`src/rtl/ocr_pkg.sv`:
```
// Shared types and defaults for the image-sequencing controller.
package ocr_pkg;

  localparam int unsigned IMG_BYTES      = 113;
  localparam int unsigned RES_W          = 4;
  localparam int unsigned TIMEOUT_CYCLES = 1000000;
  localparam int unsigned BYTE_CNT_W     = 7;
  localparam int unsigned STATE_W        = 3;

  typedef enum logic [STATE_W-1:0] {
    ST_CLEAR      = 3'd0,
    ST_LOAD       = 3'd1,
    ST_WAIT_FULL  = 3'd2,
    ST_START      = 3'd3,
    ST_WAIT_INFER = 3'd4,
    ST_REPORT     = 3'd5
  } state_e;

  // Saturating byte-count increment; never wraps past lim.
  function automatic logic [BYTE_CNT_W-1:0] byte_cnt_inc(
    input logic [BYTE_CNT_W-1:0] cnt,
    input logic [BYTE_CNT_W-1:0] lim
  );
    return (cnt >= lim) ? cnt : cnt + BYTE_CNT_W'(1);
  endfunction

endpackage

```
`src/rtl/stall_timer.sv`:
```
// Idle-cycle watchdog: counts ticks, restarts on clear, flags the tick that hits LIMIT.
module stall_timer #(
  parameter int unsigned LIMIT = 1000000
) (
  input  logic clk,
  input  logic rst_n,
  input  logic clear_i,
  input  logic tick_i,
  output logic expire_c
);

  localparam int unsigned CNT_W = $clog2(LIMIT + 1);

  logic [CNT_W-1:0] cnt_q, cnt_d;

  // Expiry is a function of the tick alone so it never feeds back through clear_i.
  assign expire_c = tick_i && (cnt_q == CNT_W'(LIMIT - 1));

  always_comb begin
    cnt_d = cnt_q;
    if (clear_i) begin
      cnt_d = '0;
    end else if (tick_i && (cnt_q != CNT_W'(LIMIT))) begin
      cnt_d = cnt_q + CNT_W'(1);
    end
  end

  always_ff @(posedge clk or negedge rst_n) begin
    if (!rst_n) begin
      cnt_q <= '0;
    end else begin
      cnt_q <= cnt_d;
    end
  end

endmodule

```
`src/rtl/img_seq_ctrl.sv`:
```
// Frame sequencer: clears the image buffer, loads one frame of bytes, runs
// inference and hands the class result downstream, with stall timeout and abort.
module img_seq_ctrl #(
  parameter int unsigned IMG_BYTES      = ocr_pkg::IMG_BYTES,
  parameter int unsigned TIMEOUT_CYCLES = ocr_pkg::TIMEOUT_CYCLES,
  parameter int unsigned RES_W          = ocr_pkg::RES_W
) (
  input  logic             clk,
  input  logic             rst_n,
  input  logic [7:0]       rx_data,
  input  logic             rx_valid,
  output logic             rx_ready,
  output logic [7:0]       buf_data,
  output logic             buf_write_request,
  input  logic             buf_write_ready,
  input  logic             buf_full,
  output logic             buf_clear,
  output logic             infer_start,
  input  logic             infer_done,
  input  logic [RES_W-1:0] infer_result,
  output logic [RES_W-1:0] res_data,
  output logic             res_valid,
  input  logic             res_ready,
  input  logic             abort,
  output logic             busy,
  output logic             err_timeout,
  output logic [2:0]       state_dbg
);

  import ocr_pkg::*;

  localparam logic [BYTE_CNT_W-1:0] FRAME_LEN = BYTE_CNT_W'(IMG_BYTES);

  state_e                 state_q, state_d;
  logic [BYTE_CNT_W-1:0]  byte_cnt_q, byte_cnt_d;
  logic [RES_W-1:0]       res_data_q, res_data_d;
  logic                   err_q, err_d;
  logic                   accept_c;
  logic                   stall_tick_c;
  logic                   stall_clear_c;
  logic                   stall_expire_c;

  // Byte path is a straight pass-through gated only by buffer readiness in LOAD.
  assign rx_ready          = (state_q == ST_LOAD) && buf_write_ready;
  assign accept_c          = rx_valid && rx_ready;
  assign buf_write_request = accept_c;
  assign buf_data          = rx_data;

  // Idle cycles count only once a frame has started, or while inference runs.
  assign stall_tick_c  = ((state_q == ST_LOAD) && (byte_cnt_q != '0) && !accept_c) ||
                         ((state_q == ST_WAIT_INFER) && !infer_done);
  assign stall_clear_c = accept_c ||
                         !((state_q == ST_LOAD) || (state_q == ST_WAIT_INFER));

  stall_timer #(
    .LIMIT (TIMEOUT_CYCLES)
  ) u_stall_timer (
    .clk      (clk),
    .rst_n    (rst_n),
    .clear_i  (stall_clear_c),
    .tick_i   (stall_tick_c),
    .expire_c (stall_expire_c)
  );

  always_comb begin
    state_d    = state_q;
    byte_cnt_d = byte_cnt_q;
    res_data_d = res_data_q;
    err_d      = err_q;

    if (accept_c) begin
      byte_cnt_d = byte_cnt_inc(byte_cnt_q, FRAME_LEN);
      err_d      = 1'b0;
    end

    case (state_q)
      ST_CLEAR: begin
        byte_cnt_d = '0;
        state_d    = ST_LOAD;
      end
      ST_LOAD: begin
        if (stall_expire_c) begin
          err_d   = 1'b1;
          state_d = ST_CLEAR;
        end else if (accept_c && (byte_cnt_d == FRAME_LEN)) begin
          state_d = ST_WAIT_FULL;
        end
      end
      ST_WAIT_FULL: begin
        if (buf_full) begin
          state_d = ST_START;
        end
      end
      ST_START: begin
        state_d = ST_WAIT_INFER;
      end
      ST_WAIT_INFER: begin
        if (infer_done) begin
          res_data_d = infer_result;
          state_d    = ST_REPORT;
        end else if (stall_expire_c) begin
          err_d   = 1'b1;
          state_d = ST_CLEAR;
        end
      end
      ST_REPORT: begin
        if (res_ready) begin
          state_d = ST_CLEAR;
        end
      end
      default: begin
        state_d = ST_CLEAR;
      end
    endcase

    // Abort wins over every other event and leaves result/error untouched.
    if (abort) begin
      state_d    = ST_CLEAR;
      res_data_d = res_data_q;
      err_d      = err_q;
    end
  end

  always_ff @(posedge clk or negedge rst_n) begin
    if (!rst_n) begin
      state_q    <= ST_CLEAR;
      byte_cnt_q <= '0;
      res_data_q <= '0;
      err_q      <= 1'b0;
    end else begin
      state_q    <= state_d;
      byte_cnt_q <= byte_cnt_d;
      res_data_q <= res_data_d;
      err_q      <= err_d;
    end
  end

  assign buf_clear   = (state_q == ST_CLEAR);
  assign infer_start = (state_q == ST_START);
  assign res_valid   = (state_q == ST_REPORT);
  assign res_data    = res_data_q;
  assign err_timeout = err_q;
  assign busy        = !((state_q == ST_LOAD) && (byte_cnt_q == '0));
  assign state_dbg   = state_q;

endmodule

```
`config.mk`:
```
export PLATFORM = sky130hd
export DESIGN_NAME = img_seq_ctrl
export DESIGN_NICKNAME = d
export VERILOG_FILES = /design/src/rtl/ocr_pkg.sv /design/src/rtl/stall_timer.sv /design/src/rtl/img_seq_ctrl.sv
export SDC_FILE = /design/constraint.sdc
export NUM_CORES = 1
export LEC_CHECK = 0
export ABC_AREA = 1
export BUFFER_PORTS_ARGS = -buffer_cell sky130_fd_sc_hd__buf_2
export CORE_UTILIZATION = 30
export DETAILED_ROUTE_END_ITERATION = 12
export GPL_TIMING_DRIVEN = 1
export PLACE_DENSITY_LB_ADDON = 0.25
export RECOVER_POWER = 50
export SLEW_MARGIN = 20
export SYNTH_ARGS = -nofsm -noshare
export SYNTH_HDL_FRONTEND = slang
export SYNTH_SLANG_ARGS = --single-unit
export TNS_END_PERCENT = 20
```
`constraint.sdc`:
```
create_clock -name clk -period 2.1 [get_ports clk]
set_input_delay 0.105 -clock clk [delete_from_list [all_inputs] [get_ports clk]]
set_output_delay 0.105 -clock clk [all_outputs]
set_load 0.02 [all_outputs]
```
==> results of run 1 <==
kinds of logic (layout without fill, tap and decap cells):
logic type / after synthesis / count (layout)
adder cells (fa/ha/maj): 5 / 5
AO/OA/AOI/OAI: 33 / 33
AND/OR/NAND/NOR: 203 / 203
buffers and inverters: 57 / 89
XOR/XNOR: 10 / 10
flip-flops: 35 / 35
routing by layer:
metal  GRT usage [%]  vias up
li1                -     1170
met1            21.4     1046
met2            22.5       37
met3            2.30        8
met4            7.81        0
met5               0        -
state kept, by name, summed over array words and instances (netlist names):
name and cells:
err_timeout 1, byte_cnt_q 7, res_data 4, u_stall_timer.cnt_q 20
state_dbg 3
where the power goes:
| part | switching [W] | internal (W) | leakage, nW | total, W |
|---|---|---|---|---|
| sequential | 0.0000775 | 0.000746 | 0.485 | 0.000823 |
| clock | 0.000268 | 0.000268 | 0.0474 | 0.000536 |
| combinational | 0.000754 | 0.000331 | 0.751 | 0.00109 |
| total | 0.00110 | 0.00134 | 1.28 | 0.00244 |
worst min-delay path, stage by stage:
cell and delay [ns]:
buf_2 0.08, nand2_1 0.04, nand2_1 0.05
stage by stage:
stage	cell area, µm²	util (%)	worst slack (ns)	instances	power [W]
2_1_floorplan	2450	-	0.263	343	0.00161
3_3_place_gp	2660	34.1	0.230	464	0.00190
4_1_cts	2790	35.8	0.186	475	0.00246
6_report	2810	35.9	0.251	477	0.00244
3_5_place_dp	2660	34.1	0.202	464	0.00191
5_1_grt	2810	35.9	0.0149	477	0.00266
final timing paths:
kind,from,to,slack (ns)
setup / recovery,byte_cnt_q[1],state_dbg[2],0.25
hold / removal,infer_result[1],res_data[1],0.007
setup reg to reg,byte_cnt_q[1],state_dbg[2],0.25
hold reg to reg,res_data[3],res_data[3],0.48
max in group asynchronous,rst_n,u_stall_timer.cnt_q[14],1.10
min in group asynchronous,rst_n,u_stall_timer.cnt_q[16],0.45
cells in the final DEF (no fill, tap or decap), types with 2 or more instances in the layout:
master | netlist | routed
nand2_1 | 93 | 92
inv_1 | 40 | 40
nor2_1 | 35 | 35
dfrtp_1 | 35 | 35
nand3_1 | 24 | 24
buf_2 | 4 | 17
nand4_1 | 15 | 15
nor3_1 | 11 | 11
o21ai_0 | 10 | 10
a21oi_1 | 10 | 10
xor2_1 | 9 | 9
buf_4 | 8 | 9
o31ai_1 | 7 | 7
clkbuf_1 | 0 | 7
clkbuf_8 | 0 | 6
nand2_2 | 4 | 5
ha_1 | 5 | 5
nor4_1 | 5 | 4
nor2_4 | 3 | 3
nand2_4 | 3 | 3
dlygate4sd3_1 | 0 | 3
inv_2 | 2 | 2
nand3_2 | 2 | 2
o21ai_1 | 2 | 2
nor2_2 | 2 | 2
what timing repair did:
item | CTS | global route
endpoints found under the setup margin | 0 | 11
gates resized for setup | 0 | 2
setup buffers | 0 | 2
endpoints found under the hold margin | 37 | 0
hold buffers | 3 | 0
cell type report:
| cell class | count | area (µm²) | share of cell area (%) |
|---|---|---|---|
| clock buffers | 6 | 82.6 | 2.94 |
| clock inverters | 2 | 16.3 | 0.580 |
| inverters | 44 | 169 | 6.02 |
| multi-input cells | 251 | 1320 | 47.1 |
| flip-flops and latches | 35 | 876 | 31.2 |
| well taps | 102 | 128 | 4.55 |
| repair buffers | 37 | 214 | 7.62 |
==> impl_metrics.json, run 1 <==
{
  "outcome": "completed",
  "io_buffers": 25,
  "critPathMaxStageDelay_ns": 0.41,
  "synth_top_cells_by_area": "dfrtp_1 (36%), nand2_1 (14%), inv_1 (6.1%)",
  "drive_gt1_share_pct": 15.7,
  "synth_top_cell_by_area": "dfrtp_1",
  "synth_most_common_cell": "nand2_1",
  "setup_viol": 0,
  "rsz0062_at_grt": "false",
  "top_layer": "met4",
  "num-nets-final": 399,
  "first_global_vias": 2144,
  "tns_ns": 0,
  "crit_cells": 15,
  "start_kind": "register",
  "worstPathRequired_ns": 2.29,
  "synth-edff-count": 0,
  "wl_um": 5770,
  "netlist_area_um2": 2450,
  "area_growth_pct": 14.6,
  "start_util_pct": 31.4,
  "hpwl_um": 4480,
  "skew_ns": 0.00729,
  "die_w_um": 92.3,
  "ys_async_sr_fraction_pct": 100,
  "maxSlewHeadroom_pct": 42.7,
  "synth_ff_type": "dfrtp_1",
  "cts_buffers": 5,
  "crit_family": "simple AND/OR/NAND/NOR gates",
  "min_delay_path_depth": 3,
  "finalCriticalPeriod_ns": 1.85,
  "antenna_found_initial": 0,
  "path_cells": "inv_1, ha_1, inv_1, nand3_1, nand2_2, nand2_1, nand2_1, nand2_1, nand2_1, nor2_1, nand3_2, nand2_2, nand2_1, nand3_1, nand2_1",
  "final_hold_viol_count": 0,
  "avgRoutedWirePerCell_um": 12.1,
  "ys_types": 36,
  "clk_latency_ns": 0.30,
  "slowest_stage": "dfrtp_1",
  "die_y_um": 92.3,
  "yosysWarnings": 0,
  "synth_top_family_by_area": "simple AND/OR/NAND/NOR gates",
  "synth_xor_xnor_area_share_pct": 3.58,
  "drcViolationCount": 0,
  "cts_tree": "yes",
  "cts.sinks": 35,
  "synthAdderAreaFrac_pct": 2.55,
  "drv_slew": 0,
  "power_density_nw_per_um2": 871,
  "synthCells": 343,
  "tightest_slew_ns": 0.859,
  "grt_max_degree": 36,
  "crit_type": "register to register",
  "route.met3.wl_um": 176,
  "synth_common_cells": "nand2_1 (93), inv_1 (40), dfrtp_1 (35), nor2_1 (35), nand3_1 (24)",
  "cp-end-kind": "register",
  "ioPinCount": 42,
  "drt-initial-drc-count": 68,
  "die_area_um2": 8530,
  "wirelength_met1_um": 2950,
  "ys_ff_latch": 35,
  "routed_via_density": 4.74,
  "crit_arrival_ns": 2.04,
  "hold_class": "primary input to register",
  "min_period_over_period_pct": 88.0,
  "vias": 2261,
  "crit_path_frequent_cell": "nand2_1",
  "syn_nets": 368,
  "p_leak_nw": 1.28,
  "core-area_um2": 7810,
  "grt_overflow": 0,
  "clockBufferDepth": 2,
  "path_buf_inv": 2,
  "synth-compound-area-share_pct": 7.87,
  "clkTransAtPathRegs_ns": 0.08,
  "rows": 32,
  "hold_slack_ns": 0.00692,
  "yosysSeqAreaShare_pct": 35.8,
  "syn_avg_cell_area_um2": 7.14,
  "drt_pre_antenna_iters": 4,
  "dr_wl_met2_um": 2520,
  "cap_violations": 0,
  "fillers": 862,
  "grt_usage_pct": 15.2,
  "max_freq_mhz": 541,
  "ant_nets": 0,
  "reg2regPathDepth": 15,
  "crit_fanout": 7,
  "gp_congestion": 0.854,
  "synthSimpleGateAreaFrac_pct": 39.6,
  "grt_pass1_wl_um": 10200,
  "vdd_drop_max_mv": 0.393,
  "diodes": 0,
  "htreeDepth": 2,
  "synthMuxAreaShare_pct": 0,
  "yosys.area.top_type_share_pct": 35.8,
  "cts_root_buf": "clkbuf_8"
}
No activity file was read; power rests on OpenSTA's default activity.
==> run 2: changes to the inputs <==
Settings changed: BUFFER_PORTS_ARGS -buffer_cell sky130_fd_sc_hd__buf_2 to unset, DONT_BUFFER_PORTS set to 1.
==> run 2 against run 1 <==
Against the previous run:
- setup slack got worse by 0.046 ns
- final area decreased by 1.7%
- cell count decreased by 4.2%
- wire length increased by 1.1%
- clock-buffer cell count unchanged
- sequential power increased by 4.5%
- largest cell class unchanged
- highest routed layer unchanged
==> impl_metrics.json, run 2 (same netlist as run 1, synthesis figures left out) <==
{
  "crit_arrival_ns": 2.07,
  "cp-end-kind": "register",
  "placed_cell_area_um2": 2550,
  "fin_area_um2": 2760,
  "whs_endpoint": "state_dbg[2]",
  "die_y_um": 92.3,
  "crit_type": "register to register",
  "crit_family": "simple AND/OR/NAND/NOR gates",
  "grt_max_degree": 36,
  "finalCriticalPeriod_ns": 1.89,
  "min_delay_path_depth": 3,
  "grt_usage_pct": 14.8,
  "final_hold_viol_count": 0,
  "die_area_um2": 8530,
  "route.met3.wl_um": 201,
  "mostFrequentLayoutCells": "nand2_1 (92), inv_1 (40), nor2_1 (35), dfrtp_1 (35), nand3_1 (24)",
  "core-area_um2": 7810,
  "critPathMaxStageDelay_ns": 0.49,
  "max_freq_mhz": 528,
  "maxSlewHeadroom_pct": 40.0,
  "dr_wl_met2_um": 2660,
  "grt_overflow": 0,
  "vias": 2177,
  "cts_tree": "yes",
  "reg2reg_slack_ns": 0.21,
  "cts.sinks": 35,
  "drcViolationCount": 0,
  "grt_pass1_wl_um": 10000,
  "htreeDepth": 2,
  "routed_via_density": 4.76,
  "wirelength_met1_um": 2900,
  "outcome": "completed",
  "clockBufferDepth": 2,
  "power_density_nw_per_um2": 913,
  "fillers": 825,
  "skew_ns": 0.00700,
  "setup_viol": 0,
  "drv_slew": 0,
  "slowest_stage": "dfrtp_1",
  "reg2regPathDepth": 11,
  "antenna_found_initial": 0,
  "first_global_vias": 2164,
  "drive_gt1_share_pct": 12.1,
  "reg2reg_to": "u_stall_timer.cnt_q[13]",
  "hpwl_um": 4420,
  "area_growth_pct": 12.6,
  "hold_class": "primary input to register",
  "top_layer": "met4",
  "setup_ws_ns": 0.206,
  "cts_buffers": 5,
  "avgRoutedWirePerCell_um": 12.8,
  "start_kind": "register",
  "p_leak_nw": 1.23,
  "cts_root_buf": "clkbuf_8",
  "clk_latency_ns": 0.29,
  "regMostFlops": "u_stall_timer.cnt_q",
  "tightest_slew_ns": 0.901,
  "clkTransAtPathRegs_ns": 0.07,
  "ant_nets": 0,
  "drt-initial-drc-count": 114,
  "worstPathRequired_ns": 2.27,
  "path_buf_inv": 3,
  "ioPinCount": 42,
  "pre_cts_ws_ns": 0.189,
  "cap_violations": 0,
  "crit_fanout": 9,
  "path_cells": "buf_4, nor2_1, inv_1, nor2_1, nand2_1, nand2_2, nand2_4, nand2_4, clkinv_2, nand2_1, o31ai_1",
  "gp_congestion": 0.889,
  "rsz0062_at_grt": "false",
  "rows": 32,
  "num-nets-final": 379,
  "hold_start": "abort",
  "min_period_over_period_pct": 90.2,
  "io_buffers": 0,
  "die_w_um": 92.3,
  "diodes": 0,
  "wl_um": 5840,
  "timing.rr.start": "state_dbg[0]",
  "tns_ns": 0,
  "drt_pre_antenna_iters": 4,
  "start_util_pct": 31.4,
  "layout_commonest_cell": "nand2_1",
  "largest_reg_flops": 20,
  "vdd_drop_max_mv": 0.394
}
## run 2: cell types whose count changed in the layout (fill, tap and decap cells not counted), sizes merged
cell | before | now
buf | 26 | 9
clkbuf | 14 | 7
dlygate4sd3 | 3 | 7
bufinv | 0 | 1
clkinvlp | 1 | 0
## run 2: worst min-delay path, cell delays in order
cell and delay, ns:
inv_1 0.06, nand3_1 0.09, nand2_1 0.05
## run 2: timing repair
action	in CTS	in global routing
gates resized for setup	0	3
hold endpoints to repair	41	0
hold buffers	8	0
setup buffers	0	0
setup endpoints to repair	0	5
## run 2: worst max-delay path by stage
stage	start	to	slack, ns	cells after the start
finish	state_dbg[0]	u_stall_timer.cnt_q[13]	0.21	11
detailed placement	byte_cnt_q[0]	state_dbg[2]	0.19	13
CTS	byte_cnt_q[0]	state_dbg[2]	0.18	13
global placement	u_stall_timer.cnt_q[0]	u_stall_timer.cnt_q[10]	0.20	11
global route	state_dbg[0]	u_stall_timer.cnt_q[16]	0.005	11
floorplan	state_dbg[2]	state_dbg[2]	0.26	13
## run 2: metal layers
layer / vias to the layer above / track usage, %
met1: 1009 / 19.5
met4: 0 / 5.73
met5: - / 0
met2: 37 / 24.4
li1: 1127 / -
met3: 4 / 2.30
## run 2: final cells by class
| cell class | count | area [µm²] | share of cell area [%] |
|---|---|---|---|
| clock inverters | 2 | 35.0 | 1.27 |
| flip-flops and latches | 35 | 876 | 31.8 |
| multi-input cells | 251 | 1330 | 48.0 |
| inverters | 44 | 169 | 6.13 |
| well taps | 102 | 128 | 4.63 |
| repair buffers | 17 | 143 | 5.17 |
| clock buffers | 6 | 82.6 | 2.99 |
## run 2: report_power, final
group	switching, W	total [W]	internal [W]
clock	0.000256	0.000641	0.000384
sequential	0.000115	0.000860	0.000745
combinational	0.000713	0.00102	0.000305
total	0.00108	0.00252	0.00144
## run 2: metrics by stage
stage	hold slack (ns)	total power, W	instances	util [%]
after global placement	-0.188	0.00186	441	32.7
final	0.0523	0.00252	457	35.3
after detailed placement	-0.188	0.00186	441	32.7
after CTS	0.0389	0.00254	457	35.4
after floorplan	-0.191	0.00161	343	-
after global routing	0.0597	0.00268	457	35.3
==> run 3: changes to the inputs <==
Settings changed: PLACE_DENSITY set to 0.4, PLACE_DENSITY_LB_ADDON 0.25 to unset.
==> run 3 against run 2 <==
Against the previous run:
- first-iteration DRC count is 32% higher
- combinational power hardly changed
- core utilization is 0.064 points higher
- register-to-register slack better by 0.02 ns
- via count hardly changed
- fmax is 1.2% higher
- final area is 0.18% higher
- critical path type unchanged
==> impl_metrics.json, run 3 (same netlist as run 1, synthesis figures left out) <==
{
  "regArea_um2": 876,
  "dp_cells": 447,
  "drive_gt1_share_pct": 12.8,
  "max_freq_mhz": 534,
  "finalCoreUtilization_pct": 35.4,
  "drcViolationCount": 0,
  "gp_congestion": 0.791,
  "seqPwrFrac_pct": 35.7,
  "num-nets-final": 385,
  "clockBufferDepth": 2,
  "p_comb_share_pct": 43.3,
  "postCtsSetupRepairBufs": 0,
  "htreeDepth": 2,
  "grt_max_degree": 36,
  "ant_nets": 0,
  "avgRoutedWirePerCell_um": 13.2,
  "start_util_pct": 31.4,
  "crit_arrival_ns": 2.05,
  "rows": 32,
  "grt_overflow": 0,
  "finalCriticalPeriod_ns": 1.87,
  "clkTransAtPathRegs_ns": 0.07,
  "worstPathRequired_ns": 2.28,
  "power_density_nw_per_um2": 871,
  "cts_root_buf": "clkbuf_8",
  "regMostFlops": "u_stall_timer.cnt_q",
  "start_kind": "register",
  "cts_buffers": 5,
  "internal-power_w": 0.00133,
  "placed_cell_area_um2": 2600,
  "maxSlewHeadroom_pct": 39.1,
  "antenna_found_initial": 0,
  "mostFrequentLayoutCells": "nand2_1 (92), inv_1 (40), nor2_1 (35), dfrtp_1 (35), nand3_1 (24)",
  "hold_class": "primary input to register",
  "drt_pre_antenna_iters": 5,
  "io_buffers": 0,
  "die_y_um": 92.3,
  "largest_reg_flops": 20,
  "fin_cells": 462,
  "area_growth_pct": 12.8,
  "setup_ws_ns": 0.229,
  "final_hold_viol_count": 0,
  "wl_um": 6090,
  "die_w_um": 92.3,
  "diodes": 0,
  "min_period_over_period_pct": 89.1,
  "layout_commonest_cell": "nand2_1",
  "rsz0062_at_grt": "false",
  "p_leak_nw": 1.25,
  "setup_viol": 0,
  "cap_violations": 0,
  "power.share.clock_pct": 21.0,
  "core-area_um2": 7810,
  "vdd_drop_max_mv": 0.420,
  "switching_share_pct": 44.9,
  "grt_pass1_wl_um": 10600,
  "crit_type": "register to register",
  "tightest_slew_ns": 0.914,
  "multi_input_area_um2": 1320,
  "first_global_vias": 2166,
  "skew_ns": 0.00778,
  "outcome": "completed",
  "fin_area_um2": 2760,
  "p_switching_w": 0.00108,
  "vias": 2179,
  "clk_latency_ns": 0.29,
  "hpwl_um": 4680,
  "cp-end-kind": "register",
  "routed_via_density": 4.72,
  "die_area_um2": 8530,
  "cts.sinks": 35,
  "crit_fanout": 8,
  "cts_tree": "yes",
  "fillers": 849,
  "drt-initial-drc-count": 150,
  "grt_usage_pct": 15.5,
  "tns_ns": 0,
  "drv_slew": 0,
  "ioPinCount": 42,
  "pre_cts_ws_ns": 0.177
}
[run 3: cell count changes in the layout (fill, tap and decap cells not counted), sizes merged]
cell    previous run  this run
buf                9        15
bufinv             1         0
[run 3: final cells by class]
type | instances | area share, %
clock buffer | 6 | 2.99
multi-input combinational | 251 | 47.6
clock inverter | 1 | 0.181
timing repair buffer | 23 | 6.79
tap | 102 | 4.62
sequential | 35 | 31.7
inverter | 44 | 6.11
[run 3: metal layers]
metal	up-vias	share of wire [%]	GRT usage (%)
li1	1142	-	-
met1	991	51	22.2
met2	42	44	23.9
met3	4	4.2	3.61
met4	0	0.69	2.73
met5	-	0	0
[run 3: critical path: stages, from the launching register on]
cell,delay (ns)
dfrtp_1,0.51
nand2_2,0.13
nor2_4,0.20
nand3_4,0.16
nand2_1,0.09
inv_1,0.05
nor2_1,0.11
nand2_1,0.07
nor2_2,0.09
nand3_2,0.09
nand2_2,0.09
nand2_1,0.05
nand3_1,0.07
nand2_1,0.05
[run 3: stage by stage]
stage / total power (W) / hold slack (ns)
6_report: 0.00241 / 0.0543
5_1_grt: 0.00261 / 0.0722
4_1_cts: 0.00245 / 0.0513
3_5_place_dp: 0.00190 / -0.189
3_3_place_gp: 0.00191 / -0.189
2_1_floorplan: 0.00161 / -0.191
[run 3: repair_timing]
item                       in CTS  in global routing
hold buffers                    8                  0
setup endpoints to repair       0                  2
hold endpoints to repair       41                  0
resized for setup               0                  1
[run 3: power groups by stage]
stage               Combinational [W]  Sequential, W  Clock [W]
floorplan                    0.000735       0.000879          0
global placement              0.00104       0.000875          0
detailed placement            0.00102       0.000874          0
CTS                           0.00106       0.000861   0.000527
global route                  0.00118       0.000872   0.000558
finish                        0.00104       0.000860   0.000505
[run 3: worst paths after layout]
kind                            slack (ns)                    from                       to  depth (start not counted)
worst min register to register        0.54  u_stall_timer.cnt_q[8]   u_stall_timer.cnt_q[8]                          2
worst max register to register        0.23            state_dbg[0]             state_dbg[2]                         13
worst min-delay path                  0.05                   abort             state_dbg[1]                          3
max in group asynchronous             1.03                   rst_n            byte_cnt_q[2]                          2
worst max-delay path                  0.23            state_dbg[0]             state_dbg[2]                         13
min in group asynchronous             0.50                   rst_n  u_stall_timer.cnt_q[15]                          2
